===== config.mk =====
export PLATFORM = sky130hd
export DESIGN_NAME = ysyx_lsu_axi_bridge
export DESIGN_NICKNAME = d
export VERILOG_FILES = /design/src/rtl/ysyx_lsu_axi_bridge.sv
export SDC_FILE = /design/constraint.sdc
export NUM_CORES = 1
export LEC_CHECK = 0
export ABC_AREA = 1
export CAP_MARGIN = 20
export CORE_AREA = 4 4 171 90
export CTS_BUF_LIST = sky130_fd_sc_hd__clkbuf_8
export DETAILED_ROUTE_END_ITERATION = 7
export DIE_AREA = 0 0 175 94
export PLACE_DENSITY = 0.89
export SYNTH_ARGS = -nofsm -noshare
export SYNTH_HDL_FRONTEND = slang
export SYNTH_SLANG_ARGS = --single-unit

===== constraint.sdc =====
create_clock -name clk -period 5.3 [get_ports clk]
set_input_delay 1.59 -clock clk [delete_from_list [all_inputs] [get_ports clk]]
set_output_delay 1.59 -clock clk [all_outputs]
set_load 0.1 [all_outputs]

===== src/rtl/ysyx_lsu_axi_bridge.sv =====
// ----------------------------------------------------------------------------
// ysyx_lsu_axi_bridge
//
// Purpose:
//   Turns the LSU's level-held load/store requests into single-beat AXI4-Lite
//   read/write transactions and returns a one-cycle completion pulse to the
//   LSU. One transaction is outstanding at a time and there is no buffering.
//   Every output is driven straight from a flop.
//
// Ports:
//   clk, rst                 clock, asynchronous active-high reset
//   lsu_ar* / lsu_rstrb      load request (address, size mask, valid)
//   lsu_rdata, lsu_rvalid    raw read word and load-done pulse
//   lsu_aw* / lsu_w*         store request (address, data, size mask, valids)
//   lsu_wready               store-done pulse
//   lsu_err_o                error flag, pulses with the done pulse
//   ar*, r*, aw*, w*, b*     AXI4-Lite master channels
// ----------------------------------------------------------------------------
module ysyx_lsu_axi_bridge #(
    parameter int BIT_W = 32
) (
    input  logic             clk,
    input  logic             rst,
    // LSU load side
    input  logic [BIT_W-1:0] lsu_araddr,
    input  logic             lsu_arvalid,
    input  logic [7:0]       lsu_rstrb,
    output logic [BIT_W-1:0] lsu_rdata,
    output logic             lsu_rvalid,
    // LSU store side
    input  logic [BIT_W-1:0] lsu_awaddr,
    input  logic             lsu_awvalid,
    input  logic [BIT_W-1:0] lsu_wdata,
    input  logic [7:0]       lsu_wstrb,
    input  logic             lsu_wvalid,
    output logic             lsu_wready,
    output logic             lsu_err_o,
    // AXI read address
    output logic [BIT_W-1:0] araddr,
    output logic [2:0]       arsize,
    output logic             arvalid,
    input  logic             arready,
    // AXI read data
    input  logic [BIT_W-1:0] rdata,
    input  logic [1:0]       rresp,
    input  logic             rvalid,
    output logic             rready,
    // AXI write address
    output logic [BIT_W-1:0] awaddr,
    output logic [2:0]       awsize,
    output logic             awvalid,
    input  logic             awready,
    // AXI write data
    output logic [BIT_W-1:0] wdata,
    output logic [3:0]       wstrb,
    output logic             wvalid,
    input  logic             wready,
    // AXI write response
    input  logic [1:0]       bresp,
    input  logic             bvalid,
    output logic             bready
);

    typedef enum logic [2:0] {
        S_IDLE, S_RD_ADDR, S_RD_DATA, S_WR_REQ, S_WR_RESP, S_DONE, S_REARM
    } state_t;

    state_t state_q, state_d;

    logic [BIT_W-1:0] addr_q, addr_d;
    logic [2:0]       size_q, size_d;
    logic [BIT_W-1:0] wdata_q, wdata_d;
    logic [3:0]       wstrb_q, wstrb_d;
    logic [BIT_W-1:0] lsu_rdata_q, lsu_rdata_d;
    logic             lsu_rvalid_q, lsu_rvalid_d;
    logic             lsu_wready_q, lsu_wready_d;
    logic             lsu_err_q, lsu_err_d;
    logic             arvalid_q, arvalid_d;
    logic             rready_q, rready_d;
    logic             awvalid_q, awvalid_d;
    logic             wvalid_q, wvalid_d;
    logic             bready_q, bready_d;

    logic store_req;
    logic any_req;
    logic aw_done;
    logic w_done;

    // Size mask to AXI size; unknown masks fall back to a full word.
    function automatic logic [2:0] mask_to_size(input logic [7:0] mask);
        case (mask)
            8'h01:   mask_to_size = 3'd0;
            8'h03:   mask_to_size = 3'd1;
            default: mask_to_size = 3'd2;
        endcase
    endfunction

    // Move the right-aligned byte mask to its lane; bits shifted past lane 3
    // are dropped (misaligned accesses are not split).
    function automatic logic [3:0] align_strb(input logic [3:0] mask,
                                              input logic [1:0] off);
        case (off)
            2'd0:    align_strb = mask;
            2'd1:    align_strb = {mask[2:0], 1'b0};
            2'd2:    align_strb = {mask[1:0], 2'b00};
            default: align_strb = {mask[0], 3'b000};
        endcase
    endfunction

    assign store_req = lsu_awvalid & lsu_wvalid;
    assign any_req   = lsu_arvalid | lsu_awvalid | lsu_wvalid;
    // A write channel is finished once its valid has dropped or it handshakes now.
    assign aw_done   = ~awvalid_q | awready;
    assign w_done    = ~wvalid_q | wready;

    // State register
    always_ff @(posedge clk or posedge rst) begin
        if (rst) begin
            state_q <= S_IDLE;
        end else begin
            state_q <= state_d;
        end
    end

    // Next-state logic
    always_comb begin
        state_d = state_q;
        case (state_q)
            S_IDLE: begin
                if (store_req) begin
                    state_d = S_WR_REQ;
                end else if (lsu_arvalid) begin
                    state_d = S_RD_ADDR;
                end
            end
            S_RD_ADDR: if (arready)           state_d = S_RD_DATA;
            S_RD_DATA: if (rvalid)            state_d = S_DONE;
            S_WR_REQ:  if (aw_done && w_done) state_d = S_WR_RESP;
            S_WR_RESP: if (bvalid)            state_d = S_DONE;
            S_DONE:                           state_d = S_REARM;
            // Hold here until the LSU releases its request so it is not reissued.
            S_REARM:   if (!any_req)          state_d = S_IDLE;
            default:                          state_d = S_IDLE;
        endcase
    end

    // Output and datapath logic; outputs are computed one cycle early so
    // that every port comes straight from a flop.
    always_comb begin
        addr_d      = addr_q;
        size_d      = size_q;
        wdata_d     = wdata_q;
        wstrb_d     = wstrb_q;
        lsu_rdata_d = lsu_rdata_q;

        if (state_q == S_IDLE) begin
            if (store_req) begin
                addr_d  = lsu_awaddr;
                size_d  = mask_to_size(lsu_wstrb);
                wstrb_d = align_strb(lsu_wstrb[3:0], lsu_awaddr[1:0]);
                wdata_d = lsu_wdata << {lsu_awaddr[1:0], 3'b000};
            end else if (lsu_arvalid) begin
                addr_d  = lsu_araddr;
                size_d  = mask_to_size(lsu_rstrb);
            end
        end

        if (state_q == S_RD_DATA && rvalid) begin
            lsu_rdata_d = rdata;
        end

        arvalid_d = (state_d == S_RD_ADDR);
        rready_d  = (state_d == S_RD_DATA);
        bready_d  = (state_d == S_WR_RESP);

        awvalid_d = 1'b0;
        wvalid_d  = 1'b0;
        if (state_q == S_IDLE && state_d == S_WR_REQ) begin
            awvalid_d = 1'b1;
            wvalid_d  = 1'b1;
        end else if (state_q == S_WR_REQ) begin
            awvalid_d = awvalid_q & ~awready;
            wvalid_d  = wvalid_q & ~wready;
        end

        // The done pulse and error flag are registered on the response
        // handshake, so they are visible during the DONE cycle.
        lsu_rvalid_d = (state_q == S_RD_DATA) & rvalid;
        lsu_wready_d = (state_q == S_WR_RESP) & bvalid;
        lsu_err_d    = ((state_q == S_RD_DATA) & rvalid & (|rresp))
                     | ((state_q == S_WR_RESP) & bvalid & (|bresp));
    end

    // Output and latched-request registers
    always_ff @(posedge clk or posedge rst) begin
        if (rst) begin
            addr_q       <= '0;
            size_q       <= '0;
            wdata_q      <= '0;
            wstrb_q      <= '0;
            lsu_rdata_q  <= '0;
            lsu_rvalid_q <= 1'b0;
            lsu_wready_q <= 1'b0;
            lsu_err_q    <= 1'b0;
            arvalid_q    <= 1'b0;
            rready_q     <= 1'b0;
            awvalid_q    <= 1'b0;
            wvalid_q     <= 1'b0;
            bready_q     <= 1'b0;
        end else begin
            addr_q       <= addr_d;
            size_q       <= size_d;
            wdata_q      <= wdata_d;
            wstrb_q      <= wstrb_d;
            lsu_rdata_q  <= lsu_rdata_d;
            lsu_rvalid_q <= lsu_rvalid_d;
            lsu_wready_q <= lsu_wready_d;
            lsu_err_q    <= lsu_err_d;
            arvalid_q    <= arvalid_d;
            rready_q     <= rready_d;
            awvalid_q    <= awvalid_d;
            wvalid_q     <= wvalid_d;
            bready_q     <= bready_d;
        end
    end

    assign lsu_rdata  = lsu_rdata_q;
    assign lsu_rvalid = lsu_rvalid_q;
    assign lsu_wready = lsu_wready_q;
    assign lsu_err_o  = lsu_err_q;
    assign araddr     = addr_q;
    assign arsize     = size_q;
    assign arvalid    = arvalid_q;
    assign rready     = rready_q;
    assign awaddr     = addr_q;
    assign awsize     = size_q;
    assign awvalid    = awvalid_q;
    assign wdata      = wdata_q;
    assign wstrb      = wstrb_q;
    assign wvalid     = wvalid_q;
    assign bready     = bready_q;

endmodule


==> run_results.csv <==
group,metric,value,unit
floorplanning,core_area,14000,µm²
clock_tree,clk-insertion-delay-late,0.41,ns
timing,setup_ws,1.70,ns
placed_design,dpl_worst_slack,1.45,ns
synthesis,synthTopCellsByArea,"dfrtp_1 51%, nand2_1 18%, buf_4 5.7%, a31oi_1 3.6%, nor2_1 3.1%",
floorplanning,chipHeight,94,µm
critical_path,path_cells,"clkdlybuf4s50_1",
clock_tree,cts_made_buffers,17,
synthesis,async_flop_share,1.00,
synthesis,top_cell_types_by_occurrence_after_synthesis,"266 x nand2_1, 113 x dfrtp_1, 46 x nor2_1",
timing,period_needed,3.60,ns
global_routing,grt_overflow_total,0,
clock_tree,post_cts_clock_slew_at_the_launch_and_capture_registers_of_the_worst_setup_and_hold_paths,0.07,ns
synthesis,yosysWarnings,0,
critical_path,cp_slowest_stage_delay,1.17,ns
timing,max_slew_violations,0,
route,drtPass1Iterations,5,
route,drt_first_iter_violations,335,
hold_path,worst_hold_path_type,"reg2reg",
timing,slew_headroom,0.316,
synthesis,synth_seq_cells,113,
critical_path,slowest_stage,"clkdlybuf4s50_1",
placed_design,io_buffer_count,301,
global_routing,grt_max_degree,85,
global_routing,globalRouteTotalUtil,0.227,
clock_tree,post-cts-setup-buffer-count,0,
critical_path,start_kind,"register",
timing,grt_setup_unrepaired,"no",
final_layout,fillerInstances,1199,
clock_tree,cts_tree,"yes",
synthesis,synth_top_cell_by_area,"dfrtp_1",
outcome,outcome,"finished clean",
synthesis,synthesis.area_per_instance,8.21,µm²
synthesis,ys.flop_type,"dfrtp_1",
clock_tree,cts.repair.resized,0,
clock_tree,htreeDepth,4,
timing,final_min_period_over_clock_period,0.680,
final_layout,finalCoreUtilization,0.621,
timing,final-hold-violation-count,0,
clock_tree,cts-hold-fix-buffers,0,
final_layout,post_route_cells_drive_above_1_share,0.0597,
job,max_cap_violations,0,
route,drt-vias-per-instance,4.85,
timing,clock_skew,0.0150,ns
critical_path,crit_fanout,3,
clock_tree,cts_root_buf,"clkbuf_8",
synthesis,synth_largest_type_area_fraction,0.515,
floorplanning,rows,31,
route,ant_nets,0,
global_routing,grt_pass1_vias,5493,
synthesis,synth.most_common_cell,"nand2_1",
critical_path,timing.critical_path.max_delay_family,"buffers and inverters",
timing,max_freq,277,MHz
floorplanning,initial_util,0.391,
timing,max_slew.worst_pin.slew,1.02,ns
synthesis,synthesis.area,5500,µm²
synthesis,number_of_flops_mapped_to_enable_cells_by_yosys,0,
route,routedWlPerCell,16.6,µm
floorplanning,die_area,16500,µm²
synthesis,gate_count_after_technology_mapping,669,
critical_path,worst_ep_arrival_time,2.01,ns
global_routing,grt_pass1_wl,29200,µm
critical_path,cp_num_buf_inv,1,
route,wl,18800,µm
timing,finalSetupTns,0,ns
critical_path,worstSetupEndpointType,"output port",
placed_design,gp_congestion,0.959,
route,num_vias,5507,
final_layout,final_nets,1083,
floorplanning,fp.dieW,175,µm
critical_path,worstPathRequired,3.71,ns
timing,fin_hold_ws,0.480,ns
floorplanning,boundaryPins,304,
route,drcViolationCount,0,
synthesis,fraction_of_the_yosys_area_taken_by_sequential_cells,0.515,
final_layout,syn_to_final_growth,58.7,%
global_routing,grt_antenna_before_repair,0,
placed_design,dp_hpwl,14500,µm
critical_path,criticalPathCategory,"reg2out",
synthesis,synthDistinctLibCells,31,
timing,finalSetupViolCount,0,
clock_tree,clock_sink_count,113,
clock_tree,cts-root-to-sink-buffers,2,
final_layout,num_antenna_cells,0,
==> final timing paths <==
| path | start | to | slack [ns] | cells after the start |
|---|---|---|---|---|
| worst max-delay path | arsize[0] | arsize[0] | 1.70 | 1 |
| worst min-delay path | lsu_rdata[1] | lsu_rdata[1] | 0.48 | 2 |
| worst max register to register | state_q[0] | lsu_err_o | 3.00 | 5 |
| worst min register to register | lsu_rdata[1] | lsu_rdata[1] | 0.48 | 2 |
| max in group asynchronous | rst | lsu_rdata[15] | 2.82 | 4 |
| min in group asynchronous | rst | araddr[12] | 1.47 | 2 |
==> kinds of logic (layout without fill, tap and decap cells) <==
group | after synthesis | in the layout | synth area share
buffers and inverters | 104 | 372 | 0.111
and+or+nand+nor | 360 | 360 | 0.269
other | 1 | 2 | 0.000682
AOI/OAI and AO/OA | 91 | 91 | 0.105
DFF | 113 | 113 | 0.515
==> flip-flops by register name, summed over array words and instances (netlist names), 2 cells and up <==
name       count
lsu_rdata     32
wstrb          4
arsize         2
state_q        3
wdata         32
araddr        32
==> cells in the final DEF (no fill, tap or decap) <==
master / n
clkdlybuf4s50_1: 301
nand2_1: 266
dfrtp_1: 113
nor2_1: 46
a31oi_1: 32
inv_1: 26
o21ai_0: 25
nand3_1: 22
clkbuf_8: 19
o31ai_1: 13
nand4_1: 8
o21a_1: 8
a22oi_1: 8
inv_2: 6
nor3_1: 6
inv_6: 5
clkinvlp_4: 4
nor2_4: 3
or2_2: 3
buf_4: 3
nand3_2: 2
clkinv_1: 2
o21ai_1: 2
conb_1: 2
clkinv_4: 2
nand2_4: 1
nor2_2: 1
nand2_2: 1
nor2_8: 1
a21oi_1: 1
inv_4: 1
o31ai_2: 1
o211ai_1: 1
clkinv_2: 1
bufinv_16: 1
buf_16: 1
==> per-layer routing <==
metal | part of all wire | global-route usage | vias to the layer above
li1 | - | - | 2634
met1 | 0.45 | 0.318 | 2590
met2 | 0.46 | 0.354 | 261
met3 | 0.079 | 0.0631 | 22
met4 | 0.012 | 0.0470 | 0
met5 | 0 | 0 | -
==> area by class of cell <==
type / count / area (µm²) / share of cell area
Timing Repair Buffer: 305 / 3060 / 0.351
Sequential cell: 113 / 2830 / 0.324
Multi-Input combinational cell: 453 / 2060 / 0.237
Clock buffer: 19 / 262 / 0.0300
Tap cell: 198 / 248 / 0.0284
Inverter: 35 / 134 / 0.0153
Clock inverter: 13 / 126 / 0.0145
==> metrics by stage <==
stage	instances	area (µm²)
2_1_floorplan	670	5500
3_3_place_gp	1103	8310
3_5_place_dp	1103	8310
4_1_cts	1135	8700
5_1_grt	1136	8720
6_report	1136	8720
Power is not shown: default switching activity piles up to over one toggle a cycle in this logic, so the estimate is an artifact.
